[config.mk]
export PLATFORM = sky130hd
export DESIGN_NAME = adder_share_arbiter_flat
export DESIGN_NICKNAME = d
export VERILOG_FILES = /design/src/rtl/adder_share_arbiter_pkg.sv /design/src/rtl/adder_share_arbiter_if.sv /design/src/rtl/rr_arbiter.sv /design/src/rtl/adder_share_arbiter.sv /design/src/flat_wrapper.sv
export SDC_FILE = /design/constraint.sdc
export NUM_CORES = 1
export LEC_CHECK = 0
export BUFFER_PORTS_ARGS = -buffer_cell sky130_fd_sc_hd__buf_2
export CAP_MARGIN = 0
export CORE_MARGIN = 5
export CORE_UTILIZATION = 40
export DETAILED_ROUTE_END_ITERATION = 7
export PLACE_DENSITY = 0.85
export SLEW_MARGIN = 10
export SYNTH_ARGS = -nofsm -noshare
export SYNTH_HDL_FRONTEND = slang
export SYNTH_SLANG_ARGS = --single-unit
[constraint.sdc]
create_clock -name clk -period 5.3 [get_ports clk]
set_input_delay 0.795 -clock clk [delete_from_list [all_inputs] [get_ports clk]]
set_output_delay 0.795 -clock clk [all_outputs]
set_load 0.02 [all_outputs]
[src/rtl/adder_share_arbiter_pkg.sv]
// Shared types and helpers for the shared-adder arbiter: FSM state encoding
// and the requester-index width calculation.
package adder_share_arbiter_pkg;

   typedef enum logic {
      EMPTY = 1'b0,
      FULL  = 1'b1
   } state_t;

   // Index width for r requesters, never narrower than one bit.
   function automatic int calc_iw(input int r);
      return (r > 1) ? $clog2(r) : 1;
   endfunction

endpackage

[src/rtl/adder_share_arbiter_if.sv]
// Request/response bundle between R requesters, the shared adder and its
// single downstream consumer.
interface adder_share_arbiter_if
   import adder_share_arbiter_pkg::*;
#(
   parameter int N = 32,
   parameter int R = 4
) ();
   localparam int IW = calc_iw(R);

   logic [R-1:0]         req_valid;
   logic [R-1:0]         req_ready;
   logic [R-1:0][N-1:0]  req_a;
   logic [R-1:0][N-1:0]  req_b;
   logic [R-1:0]         req_carry_in;
   logic                 rsp_valid;
   logic                 rsp_ready;
   logic [IW-1:0]        rsp_id;
   logic [N-1:0]         rsp_sum;
   logic                 rsp_carry_out;

   // Arbiter side.
   modport slave (
      input  req_valid, req_a, req_b, req_carry_in, rsp_ready,
      output req_ready, rsp_valid, rsp_id, rsp_sum, rsp_carry_out
   );

   // Requesters plus downstream consumer.
   modport master (
      output req_valid, req_a, req_b, req_carry_in, rsp_ready,
      input  req_ready, rsp_valid, rsp_id, rsp_sum, rsp_carry_out
   );
endinterface

[src/rtl/rr_arbiter.sv]
// Round-robin grant: scans from last_grant+1 upward, wrapping, and grants the
// first active request as a one-hot vector plus its index.
module rr_arbiter #(
   parameter int R  = 4,
   parameter int IW = 2
) (
   input  logic [R-1:0]  req,
   input  logic [IW-1:0] last_grant,
   output logic [R-1:0]  grant,
   output logic [IW-1:0] grant_idx
);

   logic          found;
   logic [IW-1:0] idx;

   // Offsets 1..R visit every requester once, last_grant itself last.
   always_comb begin
      grant     = '0;
      grant_idx = '0;
      found     = 1'b0;
      idx       = '0;
      for (int k = 1; k <= R; k++) begin
         idx = IW'((int'(last_grant) + k) % R);
         if (!found && req[idx]) begin
            found      = 1'b1;
            grant[idx] = 1'b1;
            grant_idx  = idx;
         end
      end
   end

endmodule

[src/rtl/adder_share_arbiter.sv]
// One N+1-bit adder shared by R requesters through a round-robin arbiter,
// with a single result register that sustains one operation per cycle.
module adder_share_arbiter
   import adder_share_arbiter_pkg::*;
#(
   parameter int N = 32,
   parameter int R = 4
) (
   input  logic                 clk,
   input  logic                 rst_n,
   adder_share_arbiter_if.slave bus
);
   localparam int IW = calc_iw(R);

   state_t         state_reg;
   logic           rsp_valid_reg;
   logic [N-1:0]   rsp_sum_reg;
   logic           rsp_carry_out_reg;
   logic [IW-1:0]  rsp_id_reg;
   logic [IW-1:0]  last_grant_reg;

   logic [R-1:0]   grant;
   logic [IW-1:0]  grant_idx;
   logic [R-1:0]   ready_vec;
   logic           can_accept;
   logic           accept;
   logic [N-1:0]   sel_a;
   logic [N-1:0]   sel_b;
   logic           sel_cin;
   logic [N:0]     sum_next;

   rr_arbiter #(
      .R  (R),
      .IW (IW)
   ) u_rr_arbiter (
      .req        (bus.req_valid),
      .last_grant (last_grant_reg),
      .grant      (grant),
      .grant_idx  (grant_idx)
   );

   // Gating with rst_n keeps every ready low for the whole reset window.
   assign can_accept = rst_n && ((state_reg == EMPTY) || (rsp_valid_reg && bus.rsp_ready));

   generate
      for (genvar gi = 0; gi < R; gi++) begin : g_ready
         assign ready_vec[gi] = grant[gi] & can_accept;
      end
   endgenerate

   assign bus.req_ready = ready_vec;
   assign accept        = |ready_vec;

   // One-hot AND-OR operand mux in front of the single adder.
   always_comb begin
      sel_a   = '0;
      sel_b   = '0;
      sel_cin = 1'b0;
      for (int i = 0; i < R; i++) begin
         if (grant[i]) begin
            sel_a   = sel_a | bus.req_a[i];
            sel_b   = sel_b | bus.req_b[i];
            sel_cin = sel_cin | bus.req_carry_in[i];
         end
      end
   end

   assign sum_next = {1'b0, sel_a} + {1'b0, sel_b} + {{N{1'b0}}, sel_cin};

   always_ff @(posedge clk or negedge rst_n) begin
      if (!rst_n) begin
         state_reg         <= EMPTY;
         rsp_valid_reg     <= 1'b0;
         rsp_sum_reg       <= '0;
         rsp_carry_out_reg <= 1'b0;
         rsp_id_reg        <= '0;
         last_grant_reg    <= IW'(R - 1);
      end else begin
         case (state_reg)
            EMPTY: begin
               if (accept) begin
                  state_reg     <= FULL;
                  rsp_valid_reg <= 1'b1;
               end
            end
            FULL: begin
               if (!accept && bus.rsp_ready) begin
                  state_reg     <= EMPTY;
                  rsp_valid_reg <= 1'b0;
               end
            end
            default: begin
               state_reg     <= EMPTY;
               rsp_valid_reg <= 1'b0;
            end
         endcase
         // A drain-and-accept in FULL reloads the register in the same edge.
         if (accept) begin
            rsp_sum_reg       <= sum_next[N-1:0];
            rsp_carry_out_reg <= sum_next[N];
            rsp_id_reg        <= grant_idx;
            last_grant_reg    <= grant_idx;
         end
      end
   end

   assign bus.rsp_valid     = rsp_valid_reg;
   assign bus.rsp_sum       = rsp_sum_reg;
   assign bus.rsp_carry_out = rsp_carry_out_reg;
   assign bus.rsp_id        = rsp_id_reg;

endmodule

[src/flat_wrapper.sv]
// flat-port wrapper written by rule: the top's interface ports become plain ports
module adder_share_arbiter_flat import adder_share_arbiter_pkg::*;
#(
   parameter int N = 32,
   parameter int R = 4
)
  (clk, rst_n, bus_req_valid, bus_req_a, bus_req_b, bus_req_carry_in, bus_rsp_ready, bus_req_ready, bus_rsp_valid, bus_rsp_id, bus_rsp_sum, bus_rsp_carry_out);
  adder_share_arbiter_if #(.N(N), .R(R)) bus_i ();
  input  logic clk;
  input  logic rst_n;
  input wire logic [$bits(bus_i.req_valid)-1:0] bus_req_valid;
  input wire logic [$bits(bus_i.req_a)-1:0] bus_req_a;
  input wire logic [$bits(bus_i.req_b)-1:0] bus_req_b;
  input wire logic [$bits(bus_i.req_carry_in)-1:0] bus_req_carry_in;
  input wire logic [$bits(bus_i.rsp_ready)-1:0] bus_rsp_ready;
  output wire logic [$bits(bus_i.req_ready)-1:0] bus_req_ready;
  output wire logic [$bits(bus_i.rsp_valid)-1:0] bus_rsp_valid;
  output wire logic [$bits(bus_i.rsp_id)-1:0] bus_rsp_id;
  output wire logic [$bits(bus_i.rsp_sum)-1:0] bus_rsp_sum;
  output wire logic [$bits(bus_i.rsp_carry_out)-1:0] bus_rsp_carry_out;
  assign bus_i.req_valid = bus_req_valid;
  assign bus_i.req_a = bus_req_a;
  assign bus_i.req_b = bus_req_b;
  assign bus_i.req_carry_in = bus_req_carry_in;
  assign bus_i.rsp_ready = bus_rsp_ready;
  assign bus_req_ready = bus_i.req_ready;
  assign bus_rsp_valid = bus_i.rsp_valid;
  assign bus_rsp_id = bus_i.rsp_id;
  assign bus_rsp_sum = bus_i.rsp_sum;
  assign bus_rsp_carry_out = bus_i.rsp_carry_out;
  adder_share_arbiter #(.N(N), .R(R)) u_core (.clk(clk), .rst_n(rst_n), .bus(bus_i));
endmodule
==> results of run 1 <==
==> per-stage QoR <==
stage | util [%] | cells
6_report | 57.9 | 1167
5_1_grt | 57.9 | 1167
4_1_cts | 56.5 | 1160
3_5_place_dp | 55.4 | 1152
3_3_place_gp | 55.4 | 1152
2_1_floorplan | - | 679
==> critical path: stages, from the launching register on <==
cell and delay [ps]:
dfstp_2 520, inv_1 110, ha_4 330, mux4_2 620, nand2_1 100, o21ai_1 60, a221o_2 380, buf_4 160
a222oi_1 350, buf_4 160, nand2_1 40, ha_1 340, o211ai_1 140, o211ai_1 390, nand2_1 140, a2bb2oi_2 210
a31oi_4 230, o21ai_1 110, or3_1 360, a32o_1 260
==> cell usage in the layout (no fill, tap or decap), types with 4 or more instances in the layout <==
cell type / count
nand3_1: 10
nor2_1: 26
ha_1: 37
o211ai_1: 4
o21bai_1: 5
and3_1: 4
buf_4: 45
xor2_1: 10
o21ai_0: 23
o31ai_1: 6
nor3_1: 7
inv_1: 14
o21ai_1: 30
o21a_1: 6
xnor2_1: 16
a21oi_1: 28
nor2b_1: 12
clkbuf_16: 5
nand2b_1: 7
dfrtp_1: 37
nand2_1: 185
a222oi_1: 63
a31oi_1: 5
a21o_1: 21
buf_2: 306
==> timing repair <==
item	CTS	global route
resized for setup	1	26
pin swaps	1	12
setup buffers	0	7
hold buffers	0	0
endpoints found under the setup margin	3	15
==> cell usage after synthesis, types with 16 or more instances <==
| library cell | instances |
|---|---|
| dfrtp_1 | 37 |
| a21oi_1 | 30 |
| a222oi_1 | 63 |
| a21o_1 | 23 |
| ha_1 | 38 |
| xnor2_1 | 16 |
| o21ai_0 | 26 |
| clkbuf_1 | 24 |
| nand2_1 | 185 |
| nor2_1 | 26 |
| o21ai_1 | 28 |
==> layer usage <==
metal  vias to the layer above  share of wire [%]
li1                       3206                  -
met1                      2971                 39
met2                       327                 49
met3                        35                8.1
met4                         0                3.0
met5                         -                  0
==> cell type report <==
cell class | instances | area (sq um)
multi-input cells | 578 | 3890
flip-flops and latches | 39 | 978
clock buffers | 8 | 136
repair buffers | 356 | 1950
well taps | 172 | 215
inverters | 14 | 52.6
fillers | 1188 | 5250
==> logic make-up (layout without fill, tap and decap cells) <==
kind of cell	after synthesis	count (layout)	synth area share [%]
XOR/XNOR	26	26	4.53
multiplexers	7	7	1.97
AND/OR/NAND/NOR	268	268	22.7
AO/OA/AOI/OAI	237	237	35.7
flip-flops	39	39	19.5
adder cells (fa/ha/maj)	40	40	10.3
buffers and inverters	62	378	5.36
==> worst max-delay path by stage <==
stage | start | cells after the start | endpoint
final | u_core.last_grant_reg[0]$_DFFE_PN1P_ | 19 | u_core.bus.rsp_sum[31]$_DFFE_PN0P_
after global placement | u_core.last_grant_reg[0]$_DFFE_PN1P_ | 19 | u_core.bus.rsp_sum[21]$_DFFE_PN0P_
after global routing | u_core.last_grant_reg[0]$_DFFE_PN1P_ | 20 | u_core.bus.rsp_sum[27]$_DFFE_PN0P_
after floorplan | u_core.last_grant_reg[0]$_DFFE_PN1P_ | 23 | u_core.bus.rsp_carry_out$_DFFE_PN0P_
after detailed placement | u_core.last_grant_reg[0]$_DFFE_PN1P_ | 18 | u_core.bus.rsp_sum[29]$_DFFE_PN0P_
after CTS | u_core.last_grant_reg[0]$_DFFE_PN1P_ | 19 | u_core.bus.rsp_sum[21]$_DFFE_PN0P_
==> results.md, run 1 <==
- Setup Viol. Count Final: 0
- Max clock buf depth: 2
- Critical path class: reg2reg
- Syn nets: about 990
- CTS Root Cell: clkbuf_16
- Worst Max-Slew Pin Slew: around 1100 ps
- Met3 Track Usage GR: 3.34%
- Setup Skew: approximately 6.1 ps
- Tmin final: approximately 5100 ps
- IO Pins: 307
- EDFF count, synth: 0
- Post-Syn Area: 5020 sq um
- Die Width: around 120 um
- Max Clk Rate: 0.194 GHz
- Die Ht: ~120 um
- Clk slew on worst S/H paths: ~50 ps
- Placer Congestion: ~1.0
- Post-synth ARST share: 100%
- Hold Path Origin: u_core.bus.rsp_sum[26]$_DFFE_PN0P_
- Grt ovf: 0
- Relative slew slack: roughly 24%
- Hold endpoint: u_core.bus.rsp_sum[26]$_DFFE_PN0P_
- Design Area, Final: a little over 7000 sq um
- Max FFs per register: 32
- Final wirelength: between 15 and 20 mm
- Slew Viols, Final: 0
- CP Capture Type: flip-flop
- Max Fanout on Critical Path: 7
- Clock Latency Late Sink: about 280 ps
- Initial DRC Count: approximately 770
- Vias: between 6000 and 7000
- Ys flop type: dfrtp_1
- FP Rows: between 40 and 50
- TritonRoute pass-1 iters: 7
- Hold Path Depth: 2
- Remaining antenna violation count: 0
- CTS buffer count: 5
- Status: complete, no violations
- Startpoint Class: flip-flop
- Met2 Usage GRT: 43.1%
- IO Port Bufs: a little over 300
- Worst EP required: roughly 5500 ps
- Post-Synthesis Cells: 679
- Top cells by area, synth: dfrtp_1, nand2_1, a222oi_1, ha_1, a21o_1
- Synth top area share: between 10% and 20%
- CTS Sinks: 39
- Die ar.: about 15000 sq um
- Syn_area_per_cell: approximately 7.4 sq um
- ANT cells: 0
- Worst hold path class: reg2reg
- Wirelength per Cell: roughly 17 um
- Number of synthesis warnings: 0
- Final nets: about 1300
- Via count of the first global-routing pass: 6255
- Pin count of the biggest net entering global routing: 68
- Count of cell types in the netlist: 64
- Core region area: 12500 sq um
- Area leader, netlist: dfrtp_1
- Grt met1 use: 30.6%
- Area grow syn2layout: 43.7%
- R2R Setup Slk: ~150 ps
- Overall global routing resource usage: around a quarter
- First-pass GRT wire length: approximately 30 mm
- Final Hold Fails: 0
- Max-cap viol count: 0
- Register area share after synthesis: roughly a fifth
- Worst EP arrival: roughly 5300 ps
- Initial Util: 40.3%
- Period utilisation layout: a little over nine tenths
- Dpl cell area: roughly 6900 sq um
- Smallest hold slack: slightly below 500 ps
- FF-to-FF Start: u_core.last_grant_reg[0]$_DFFE_PN1P_
- Fraction of layout cells with a size suffix above 1: between 30 and 40%
- Dpl hpwl: ~16 mm
- Busiest grt layer: met2
- R2r endpoint: u_core.bus.rsp_sum[31]$_DFFE_PN0P_
- Via density: ~5.6
- Pre-CTS WS: about 18 ps
- Initial antenna violation count: 0
- Final worst slack: approximately 150 ps
- R2R depth: 19
- CTS tree: built
- Synth Register Bits: 39
- Fin Setup TNS: 0 ps
- DRC errors left: 0
- H-tree levels: 2
Power of run 1 is left out: the tool's default activity adds up to more than one toggle a clock period on the data nets, which glitch-free logic cannot reach.
==> run 2: changes to the inputs <==
--- a/config.mk
+++ b/config.mk
@@ -5,12 +5,13 @@
 export SDC_FILE = /design/constraint.sdc
 export NUM_CORES = 1
 export LEC_CHECK = 0
+export ABC_AREA = 1
 export BUFFER_PORTS_ARGS = -buffer_cell sky130_fd_sc_hd__buf_2
 export CAP_MARGIN = 0
 export CORE_MARGIN = 5
-export CORE_UTILIZATION = 40
+export CORE_UTILIZATION = 41
 export DETAILED_ROUTE_END_ITERATION = 7
-export PLACE_DENSITY = 0.85
+export PLACE_DENSITY = 0.86
 export SLEW_MARGIN = 10
 export SYNTH_ARGS = -nofsm -noshare
 export SYNTH_HDL_FRONTEND = slang
==> results.md, run 2 <==
- Period utilisation layout: 86.3% (-11 points)
- Overall global routing resource usage: 26.5% (+2.0 points)
- Dpl hpwl: 18.3 mm (+13%)
- Area leader, netlist: nand2_1
- Max Clk Rate: 0.219 GHz (+13%)
- Startpoint Class: flip-flop
- Status: complete, no violations
- Critical path launch point: u_core.last_grant_reg[0]$_DFFE_PN1P_
- Final nets: 1541 (+18%)
- Final wirelength: 21.5 mm (+10%)
- Synth top area share: 35.6% (+17 points)
- RSZ-0062 raised after global routing: false
- Post-Synthesis Cells: 948 (+40%)
- TritonRoute pass-1 iters: 6 (-1)
- Worst EP required: 5460 ps (about the same)
- Initial antenna violation count: 2 (+2)
- Worst hold path class: reg2reg
- Via count of the first global-routing pass: 6626 (+5.9%)
- Critical path class: reg2reg
- Vias: 7267 (+11%)
- Clk slew on worst S/H paths: 60 ps (about the same)
- Pin count of the biggest net entering global routing: 41 (-40%)
- Via density: 5.16 (-8.0%)
- Commonest non-fill, non-tap cell in the layout: nand2_1
- Initial Util: 42.0% (+1.7 points)
- Worst Max-Slew Pin Slew: 852 ps (-287 ps)
- CP Capture Type: flip-flop
- Remaining antenna violation count: 0 (unchanged)
- Most common cell in the synthesized netlist: nand2_1
- Max clock buf depth: 2 (unchanged)
- DRC errors left: 0 (unchanged)
- Max FFs per register: 32 (unchanged)
- Fraction of layout cells with a size suffix above 1: 27.6% (-12 points)
- Max-cap viol count: 0 (unchanged)
- Post-synth ARST share: 100% (unchanged)
- Post-Syn Area: 5340 sq um (+6.4%)
- Initial DRC Count: 563 (-27%)
- Setup Viol. Count Final: 0 (unchanged)
- CP endpoint: u_core.bus.rsp_sum[30]$_DFFE_PN0P_
- Placer Congestion: 0.956 (-5.6%)
- Grt ovf: 0 (unchanged)
- Wirelength per Cell: 15.3 um (-8.8%)
- FP Rows: 41 (unchanged)
- Top cells by count, synth: nand2_1, nand4_1, inv_1, a21oi_1, nand3_1
- FF-to-FF Start: u_core.last_grant_reg[0]$_DFFE_PN1P_
- Count of cell types in the netlist: 33 (-48%)
- Die ar.: 15400 sq um (+3.5%)
- Most frequent cells in the layout: nand2_1, buf_2, nand4_1
- Die Width: 124 um (+1.7%)
- R2R depth: 23 (+4)
- Hold_buf cts: 0 (unchanged)
- H-tree levels: 2 (unchanged)
- Die Ht: 124 um (+1.7%)
- IO Pins: 307 (unchanged)
- Syn nets: 1255 (+27%)
- Ys flop type: dfrtp_1
- Tmin final: 4570 ps (-576 ps)
- Fin Setup TNS: 0 ps (unchanged)
- Top cells by area, synth: nand2_1, dfrtp_1, ha_1, nand4_1, a21oi_1
- Syn_area_per_cell: 5.64 sq um (-24%)
- Max Fanout on Critical Path: 36 (+29)
- Core region area: 12700 sq um (+2.1%)
- Worst EP arrival: 4730 ps (-580 ps)
- Number of synthesis warnings: 0 (unchanged)
- CTS buffer count: 5 (unchanged)
- Slew Viols, Final: 0 (unchanged)
- Synth Register Bits: 39 (unchanged)
- Relative slew slack: 43.2% (+19 points)
- IO Port Bufs: 306 (unchanged)
- Area grow syn2layout: 33.8%
- Clock Latency Late Sink: 280 ps (about the same)
- Setup bufs post-CTS: 0 (unchanged)
- R2R Setup Slk: 730 ps (+580 ps)
- CTS Sinks: 39 (unchanged)
- Setup Skew: 6.41 ps (+0.290 ps)
- Post-cts sizing count: 0 (-1)
- CTS tree: built
- First-pass GRT wire length: 32.5 mm (+9.3%)
- EDFF count, synth: 0 (unchanged)
- CTS Root Cell: clkbuf_16
- Register area share after synthesis: 18.3% (-1.2 points)
- Final Hold Fails: 0 (unchanged)
- Filler Cell Count: 1384 (+16%)
- R2r endpoint: u_core.bus.rsp_sum[30]$_DFFE_PN0P_
- Hold Path Depth: 2 (unchanged)
## run 2: cell count changes in the layout (fill, tap and decap cells not counted), sizes merged, moves of 30 or more
cell    before  now
buf        356  314
nand4        2   69
nand3       10   40
nand2      185  514
a222oi      63    0
inv         14   56
## run 2: cell type report
cell class	instances	area (sq um)	share of cell area [%]
timing repair buffer	314	1590	22.3
antenna	2	5.00	0.0700
sequential	39	978	13.7
inverter	55	206	2.89
clock inverter	2	38.8	0.543
clock buffer	6	139	1.94
multi-input combinational	819	3970	55.6
tap	172	215	3.01
## run 2: kinds of logic after synthesis
logic type / count (synthesis) / share of synthesized area [%]
xor gates and xnor gates: 16 / 2.62
buffers and inverters: 90 / 7.68
and+or+nand+nor: 669 / 52.1
DFF: 39 / 18.3
AOI/OAI and AO/OA: 94 / 9.65
adders and majority gates: 40 / 9.65
## run 2: worst max-delay path: stages, from the launching register on
cell,delay [ps]
dfstp_2,620
inv_2,130
ha_1,350
inv_1,120
nand2_2,90
nand2_2,90
nor2_2,70
a21oi_1,170
nand3_2,410
buf_4,430
nand2_1,100
nand4_1,110
ha_1,380
nand2_1,70
o21ai_0,420
nand3_1,130
nand2_1,150
nand3_1,90
nand2_1,140
nand2_1,90
nand3_1,70
nand2_1,60
nand2_1,70
nand2_1,80
## run 2: how the worst min path moves through the flow
stage / to / from
4_1_cts: u_core.bus.rsp_sum[25]$_DFFE_PN0P_ / u_core.bus.rsp_sum[25]$_DFFE_PN0P_
3_5_place_dp: u_core.bus.rsp_sum[30]$_DFFE_PN0P_ / u_core.bus.rsp_sum[30]$_DFFE_PN0P_
5_1_grt: u_core.bus.rsp_sum[27]$_DFFE_PN0P_ / u_core.bus.rsp_sum[27]$_DFFE_PN0P_
2_1_floorplan: u_core.last_grant_reg[1]$_DFFE_PN1P_ / u_core.last_grant_reg[1]$_DFFE_PN1P_
6_report: u_core.bus.rsp_sum[19]$_DFFE_PN0P_ / u_core.bus.rsp_sum[19]$_DFFE_PN0P_
3_3_place_gp: u_core.bus.rsp_id[0]$_DFFE_PN0P_ / u_core.bus.rsp_id[0]$_DFFE_PN0P_
## run 2: routing by layer
metal | wire length (um) | global-route usage (%) | vias to the layer above
li1 | - | - | 3667
met1 | 9090 | 35.9 | 3250
met2 | 10100 | 42.7 | 317
met3 | 1830 | 4.90 | 33
met4 | 544 | 8.56 | 0
met5 | 0 | 0 | -
## run 2: stage by stage
step / cells / instance area, sq um / utilization [%] / hold slack [ps] / setup slack, ps
after floorplan: 948 / 5340 / - / 489 / 1350
after global placement: 1399 / 6970 / 54.8 / 459 / 964
after detailed placement: 1399 / 6970 / 54.8 / 460 / 801
after CTS: 1407 / 7140 / 56.1 / 476 / 743
after global routing: 1409 / 7150 / 56.2 / 488 / 281
final: 1409 / 7150 / 56.2 / 471 / 728
Power of run 2 is left out for the same reason.
